### src/rtl/move_gen_sched.sv
// Move-generator sequencer: hands a board to the generator, then streams
// every resulting position to the consumer and clears the generator RAM.
module move_gen_sched #(
  parameter int PIECE_WIDTH        = 4,
  parameter int BOARD_WIDTH        = PIECE_WIDTH * 64,
  parameter int MAX_POSITIONS      = 64,
  parameter int MAX_POSITIONS_LOG2 = $clog2(MAX_POSITIONS),
  parameter int TIMEOUT_CYCLES     = 4096
) (
  input  logic                          clk,
  input  logic                          reset,
  input  logic                          req_valid,
  output logic                          req_ready,
  input  logic [BOARD_WIDTH-1:0]        req_board,
  input  logic                          req_white_to_move,
  input  logic [3:0]                    req_castle_mask,
  input  logic [3:0]                    req_en_passant_col,
  output logic                          am_board_valid,
  output logic [BOARD_WIDTH-1:0]        am_board,
  output logic                          am_white_to_move,
  output logic [3:0]                    am_castle_mask,
  output logic [3:0]                    am_en_passant_col,
  output logic [MAX_POSITIONS_LOG2-1:0] am_move_index,
  output logic                          am_clear_moves,
  input  logic                          am_moves_ready,
  input  logic [MAX_POSITIONS_LOG2-1:0] am_move_count,
  input  logic [BOARD_WIDTH-1:0]        am_board_out,
  input  logic                          am_white_to_move_out,
  input  logic [3:0]                    am_castle_mask_out,
  input  logic [3:0]                    am_en_passant_col_out,
  output logic                          out_valid,
  input  logic                          out_ready,
  output logic [BOARD_WIDTH-1:0]        out_board,
  output logic                          out_white_to_move,
  output logic [3:0]                    out_castle_mask,
  output logic [3:0]                    out_en_passant_col,
  output logic [MAX_POSITIONS_LOG2-1:0] out_index,
  output logic                          out_last,
  output logic                          done,
  output logic [MAX_POSITIONS_LOG2-1:0] done_count,
  output logic                          timeout_err
);

  localparam int TW = $clog2(TIMEOUT_CYCLES + 1);
  localparam int IW = MAX_POSITIONS_LOG2;

  typedef enum logic [2:0] {
    IDLE, LOAD, WAIT_GEN, ADDR, CAPTURE, PRESENT, CLEAR
  } state_t;

  state_t        state;
  logic [TW-1:0] tcnt;
  logic [IW-1:0] count;

  always_ff @(posedge clk) begin
    if (reset) begin
      state              <= IDLE;
      tcnt               <= '0;
      count              <= '0;
      req_ready          <= 1'b1;
      am_board_valid     <= 1'b0;
      am_board           <= '0;
      am_white_to_move   <= 1'b0;
      am_castle_mask     <= '0;
      am_en_passant_col  <= '0;
      am_move_index      <= '0;
      am_clear_moves     <= 1'b0;
      out_valid          <= 1'b0;
      out_board          <= '0;
      out_white_to_move  <= 1'b0;
      out_castle_mask    <= '0;
      out_en_passant_col <= '0;
      out_index          <= '0;
      out_last           <= 1'b0;
      done               <= 1'b0;
      done_count         <= '0;
      timeout_err        <= 1'b0;
    end else begin
      am_board_valid <= 1'b0;
      am_clear_moves <= 1'b0;
      done           <= 1'b0;
      done_count     <= '0;
      timeout_err    <= 1'b0;
      unique case (state)
        IDLE: begin
          am_move_index <= '0;
          tcnt          <= '0;
          if (req_valid && req_ready) begin
            am_board          <= req_board;
            am_white_to_move  <= req_white_to_move;
            am_castle_mask    <= req_castle_mask;
            am_en_passant_col <= req_en_passant_col;
            req_ready         <= 1'b0;
            am_board_valid    <= 1'b1;
            state             <= LOAD;
          end
        end
        LOAD: state <= WAIT_GEN;
        WAIT_GEN: begin
          tcnt <= tcnt + TW'(1);
          if (am_moves_ready) begin
            count <= am_move_count;
            if (am_move_count == '0) begin
              am_clear_moves <= 1'b1;
              done           <= 1'b1;
              state          <= CLEAR;
            end else begin
              am_move_index <= '0;
              state         <= ADDR;
            end
          end else if (tcnt + TW'(1) == TW'(TIMEOUT_CYCLES - 1)) begin
            // abort: the clear still fires so the generator is recycled
            am_clear_moves <= 1'b1;
            done           <= 1'b1;
            timeout_err    <= 1'b1;
            state          <= CLEAR;
          end
        end
        ADDR: state <= CAPTURE;
        CAPTURE: begin
          out_board          <= am_board_out;
          out_white_to_move  <= am_white_to_move_out;
          out_castle_mask    <= am_castle_mask_out;
          out_en_passant_col <= am_en_passant_col_out;
          out_index          <= am_move_index;
          out_last           <= (am_move_index == count - IW'(1));
          out_valid          <= 1'b1;
          state              <= PRESENT;
        end
        PRESENT: begin
          if (out_ready) begin
            out_valid <= 1'b0;
            if (out_last) begin
              am_clear_moves <= 1'b1;
              done           <= 1'b1;
              done_count     <= count;
              state          <= CLEAR;
            end else begin
              am_move_index <= am_move_index + IW'(1);
              state         <= ADDR;
            end
          end
        end
        CLEAR: begin
          tcnt      <= '0;
          count     <= '0;
          req_ready <= 1'b1;
          state     <= IDLE;
        end
        default: state <= IDLE;
      endcase
    end
  end

endmodule

### config.mk
export PLATFORM = sky130hd
export DESIGN_NAME = move_gen_sched
export DESIGN_NICKNAME = d
export VERILOG_FILES = /design/src/rtl/move_gen_sched.sv
export SDC_FILE = /design/constraint.sdc
export NUM_CORES = 1
export LEC_CHECK = 0
export ABC_AREA = 1
export CORE_AREA = 2 2 424 426
export DETAILED_ROUTE_END_ITERATION = 8
export DIE_AREA = 0 0 426 428
export PLACE_DENSITY = 0.4
export SYNTH_ARGS = -nofsm -noshare
export SYNTH_HDL_FRONTEND = slang
export SYNTH_SLANG_ARGS = --single-unit
### constraint.sdc
create_clock -name clk -period 4.82 [get_ports clk]
set_input_delay 0.723 -clock clk [delete_from_list [all_inputs] [get_ports clk]]
set_output_delay 0.723 -clock clk [all_outputs]
set_load 0.05 [all_outputs]
==> impl_metrics.xml <==
<?xml version="1.0" encoding="UTF-8"?>
<metrics>
  <group name="placement">
    <metric name="finalWeightedCongestion" unit="">0.820</metric>
    <metric name="dp_hpwl" unit="um">78600</metric>
    <metric name="port_buffers" unit="">1095</metric>
  </group>
  <group name="sta">
    <metric name="post-route-min-period" unit="ns">2.87</metric>
    <metric name="setup_viol" unit="">0</metric>
    <metric name="timing.max_slew.rel_slack" unit="">0.262</metric>
    <metric name="final.period_utilization" unit="">0.595</metric>
    <metric name="clock_skew" unit="ns">0.0290</metric>
    <metric name="fin_worst_hold_slack" unit="ns">0.458</metric>
    <metric name="setup_repair_after_global_routing_missed_its_margin" unit="">false</metric>
    <metric name="max_clock_freq" unit="GHz">0.349</metric>
    <metric name="final_hold_viol_count" unit="">0</metric>
    <metric name="setup-tns-final" unit="ns">0</metric>
    <metric name="worstMarginPinSlew" unit="ns">1.11</metric>
    <metric name="final_max_slew_viol_count" unit="">0</metric>
  </group>
  <group name="global_routing">
    <metric name="grt_antenna_before_repair" unit="">14</metric>
    <metric name="grt_max_degree" unit="">193</metric>
    <metric name="wire_length_of_the_first_global_routing_pass" unit="um">154000</metric>
    <metric name="vias_in_the_first_global_route" unit="">21300</metric>
    <metric name="grt-ovfl-total" unit="">0</metric>
    <metric name="globalRouteTotalUtil" unit="">0.115</metric>
  </group>
  <group name="logic_synthesis">
    <metric name="synthAdderAreaFrac" unit="">0.00242</metric>
    <metric name="synth.mux.area_fraction" unit="">0</metric>
    <metric name="yosys_register_bits" unit="">576</metric>
    <metric name="synth_xor_xnor_area_share" unit="">0.00466</metric>
    <metric name="post_synthesis_average_cell_area" unit="sq um">7.79</metric>
    <metric name="synth_compound_gate_area_share" unit="">0.142</metric>
    <metric name="dominant_combinational_cell_family_by_area_after_synthesis" unit="">simple AND/OR/NAND/NOR gates</metric>
    <metric name="synth_seq_area_share" unit="">0.557</metric>
    <metric name="post_synthesis_simple_gate_area_fraction" unit="">0.244</metric>
    <metric name="synthesis.yosys.warnings" unit="">0</metric>
    <metric name="synth_enable_flop_cells" unit="">0</metric>
    <metric name="synth-async-reset-ratio" unit="">0</metric>
    <metric name="ys_dominant_reg_cell" unit="">sky130_fd_sc_hd__dfxtp_1</metric>
    <metric name="combined_area_of_all_synthesized_cells" unit="sq um">20700</metric>
    <metric name="mappedNetlistNets" unit="">3200</metric>
    <metric name="synth.lib_cells_used.distinct" unit="">31</metric>
    <metric name="postSynthCellCount" unit="">2655</metric>
  </group>
  <group name="worst_setup_path">
    <metric name="critical_path_required" unit="ns">4.10</metric>
    <metric name="startpoint" unit="">am_board[167]$_SDFFE_PP0P_</metric>
    <metric name="worst_path_slowest_cell" unit="">sky130_fd_sc_hd__clkdlybuf4s50_1</metric>
    <metric name="data_arrival_time_of_the_critical_path" unit="ns">2.15</metric>
    <metric name="r2r_start" unit="">state[2]$_SDFFE_PP0P_</metric>
    <metric name="worst-path-buf-inv" unit="">1</metric>
    <metric name="worst-r2r-cell-count" unit="">6</metric>
    <metric name="timing.rr.end" unit="">out_index[3]$_SDFFE_PP0P_</metric>
    <metric name="worst_path_dominant_cell_family" unit="">buffers and inverters</metric>
    <metric name="path_class" unit="">flop to output pin</metric>
    <metric name="launching_element_type_of_the_critical_path" unit="">flop</metric>
    <metric name="critical_path.max_stage_delay" unit="ns">1.11</metric>
    <metric name="path_max_fanout" unit="">2</metric>
    <metric name="crit_path_cell_trace" unit="">clkdlybuf4s50_1</metric>
    <metric name="regToRegSetupSlack" unit="ns">2.05</metric>
    <metric name="endpoint_kind" unit="">output pin</metric>
    <metric name="crit_end" unit="">am_board[167]</metric>
    <metric name="crit_cells" unit="">1</metric>
  </group>
  <group name="outcome">
    <metric name="run_status" unit="">finished, final reports clean</metric>
  </group>
  <group name="drt">
    <metric name="route.vias.total" unit="">21800</metric>
    <metric name="first_iter_violations" unit="">1102</metric>
    <metric name="drc" unit="">0</metric>
    <metric name="vias_per_cell" unit="">3.59</metric>
    <metric name="wirelength" unit="um">111000</metric>
    <metric name="routedWlPerCell" unit="um">18.2</metric>
    <metric name="ant_nets" unit="">0</metric>
    <metric name="detailedRoute.firstPassIterationCount" unit="">5</metric>
  </group>
  <group name="final_layout">
    <metric name="layout.filler_cells" unit="">19800</metric>
    <metric name="synthToLayoutAreaGrowth" unit="%">77.5</metric>
    <metric name="post_route_cells_drive_above_1_share" unit="">0.0462</metric>
    <metric name="multiInputGateArea" unit="sq um">8150</metric>
    <metric name="layout.cells.most_common" unit="">sky130_fd_sc_hd__clkdlybuf4s50_1</metric>
    <metric name="mostFrequentLayoutCells" unit="">sky130_fd_sc_hd__clkdlybuf4s50_1 (1094), sky130_fd_sc_hd__dfxtp_1 (576), sky130_fd_sc_hd__nor2_1 (573)</metric>
    <metric name="final_net_count" unit="">4190</metric>
    <metric name="seqCellArea" unit="sq um">11500</metric>
  </group>
  <group name="hold_path">
    <metric name="worst_hold_path.num_cells" unit="">2</metric>
    <metric name="worst_hold_path_type" unit="">flop to flop</metric>
  </group>
  <group name="power">
    <metric name="cellPowerDensity" unit="nW/um^2">656</metric>
    <metric name="power_leakage" unit="nW">13.3</metric>
    <metric name="irDropWorstVdd" unit="mV">0.308</metric>
  </group>
  <group name="clocking">
    <metric name="clockBufferDepth" unit="">3</metric>
    <metric name="post-cts-setup-buffers" unit="">0</metric>
    <metric name="cts-buffers-inserted" unit="">77</metric>
    <metric name="clk-insertion-delay-late" unit="ns">0.71</metric>
    <metric name="tritoncts" unit="">yes</metric>
    <metric name="clock_tree.root_cell" unit="">sky130_fd_sc_hd__clkbuf_16</metric>
    <metric name="ctsHoldBuffers" unit="">0</metric>
    <metric name="cts.sink_count" unit="">576</metric>
    <metric name="clock_tree.htree_level_count" unit="">3</metric>
    <metric name="cts_resized" unit="">0</metric>
    <metric name="clk_slew_on_worst_s_h_paths" unit="ns">0.06</metric>
  </group>
  <group name="die">
    <metric name="fp.dieH" unit="um">428</metric>
    <metric name="floorplan.die.width" unit="um">426</metric>
    <metric name="design.portCount" unit="">1096</metric>
    <metric name="die_area" unit="sq um">182000</metric>
    <metric name="starting_utilization_of_the_core_area" unit="">0.116</metric>
    <metric name="core_region_area" unit="sq um">178000</metric>
    <metric name="num_rows" unit="">155</metric>
  </group>
  <group name="flow_run">
    <metric name="number_of_maximum_capacitance_constraint_violations" unit="">0</metric>
  </group>
</metrics>
[routing by layer]
metal,wire (um),track usage
met3,8470,0.0377
met5,80,0
met1,42400,0.127
met2,55200,0.198
met4,4440,0.0563
[synth_stat cells, types with 2 or more instances]
| cell type | instances | share of area |
|---|---|---|
| sky130_fd_sc_hd__xor2_1 | 7 | 0.0030 |
| sky130_fd_sc_hd__nand2_1 | 346 | 0.063 |
| sky130_fd_sc_hd__buf_2 | 70 | 0.017 |
| sky130_fd_sc_hd__nor3b_1 | 2 | 0.00073 |
| sky130_fd_sc_hd__ha_1 | 4 | 0.0024 |
| sky130_fd_sc_hd__nand3_1 | 286 | 0.069 |
| sky130_fd_sc_hd__nand3b_1 | 2 | 0.00073 |
| sky130_fd_sc_hd__inv_1 | 33 | 0.0060 |
| sky130_fd_sc_hd__nor3_1 | 7 | 0.0017 |
| sky130_fd_sc_hd__clkbuf_1 | 139 | 0.025 |
| sky130_fd_sc_hd__nand4_1 | 4 | 0.0012 |
| sky130_fd_sc_hd__clkinv_1 | 2 | 0.00036 |
| sky130_fd_sc_hd__nor2_1 | 573 | 0.10 |
| sky130_fd_sc_hd__o21ai_0 | 283 | 0.068 |
| sky130_fd_sc_hd__buf_1 | 2 | 0.00036 |
| sky130_fd_sc_hd__inv_2 | 3 | 0.00054 |
| sky130_fd_sc_hd__dfxtp_1 | 576 | 0.56 |
| sky130_fd_sc_hd__nor2_2 | 6 | 0.0018 |
| sky130_fd_sc_hd__a21oi_1 | 295 | 0.071 |
| sky130_fd_sc_hd__xnor2_1 | 4 | 0.0017 |
[cell families after synthesis]
| logic type | Yosys count |
|---|---|
| DFF | 576 |
| adders and majority gates | 4 |
| xor gates and xnor gates | 11 |
| AOI/OAI and AO/OA | 583 |
| and+or+nand+nor | 1231 |
| buffers and inverters | 250 |
[registers in the layout, summed over array words and instances (netlist names), 3 cells and up]
register            cells
out_index               6
am_board              256
count                   6
am_move_index           6
out_castle_mask         4
out_en_passant_col      4
am_en_passant_col       4
out_board             256
am_castle_mask          4
state                   3
done_count              6
tcnt                   13
[layout make-up]
class,count,area share
Sequential cell,576,0.314
Clock buffer,109,0.0624
Inverter,38,0.00443
Timing Repair Buffer,1123,0.307
Tap cell,2355,0.0802
Clock inverter,28,0.00968
Multi-Input combinational cell,1829,0.222
Antenna cell,5,0.000341
[through the flow]
step | total power, mW | cell area (sq um) | utilization | cells | worst slack (ns)
after floorplan | 13.7 | 20700 | - | 2655 | 3.08
after global placement | 18.2 | 34100 | 0.192 | 5921 | 1.63
after detailed placement | 18.2 | 34100 | 0.192 | 5921 | 1.62
after CTS | 24.6 | 36700 | 0.207 | 6058 | 1.72
after global routing | 25.4 | 36700 | 0.207 | 6063 | 1.73
final | 24.1 | 36700 | 0.207 | 6063 | 1.95
[worst min path at each step]
stage,slack (ns),end,startpoint
after CTS,0.43,am_board_valid$_SDFF_PP0_,reset
final,0.46,am_board[162]$_SDFFE_PP0P_,am_board[162]$_SDFFE_PP0P_
after global routing,0.47,am_board[195]$_SDFFE_PP0P_,am_board[195]$_SDFFE_PP0P_
after detailed placement,0.45,am_board[33]$_SDFFE_PP0P_,am_board[33]$_SDFFE_PP0P_
after floorplan,0.43,done_count[5]$_SDFF_PP0_,count[5]$_SDFFE_PP0P_
after global placement,0.45,am_board[249]$_SDFFE_PP0P_,am_board[249]$_SDFFE_PP0P_
[where the power goes]
part / internal, mW / switching (mW)
clock network: 3.64 / 2.48
registers: 5.98 / 0.626
logic: 3.31 / 8.05
total: 12.9 / 11.2
[worst register-to-register path, stage by stage (launching register included)]
cell	delay [ns]
sky130_fd_sc_hd__dfxtp_1	0.51
sky130_fd_sc_hd__inv_2	0.13
sky130_fd_sc_hd__nor2_4	0.31
sky130_fd_sc_hd__buf_12	0.56
sky130_fd_sc_hd__buf_4	0.80
sky130_fd_sc_hd__o21ai_0	0.25
sky130_fd_sc_hd__a21oi_1	0.14
(Power assumes the default switching activity.)
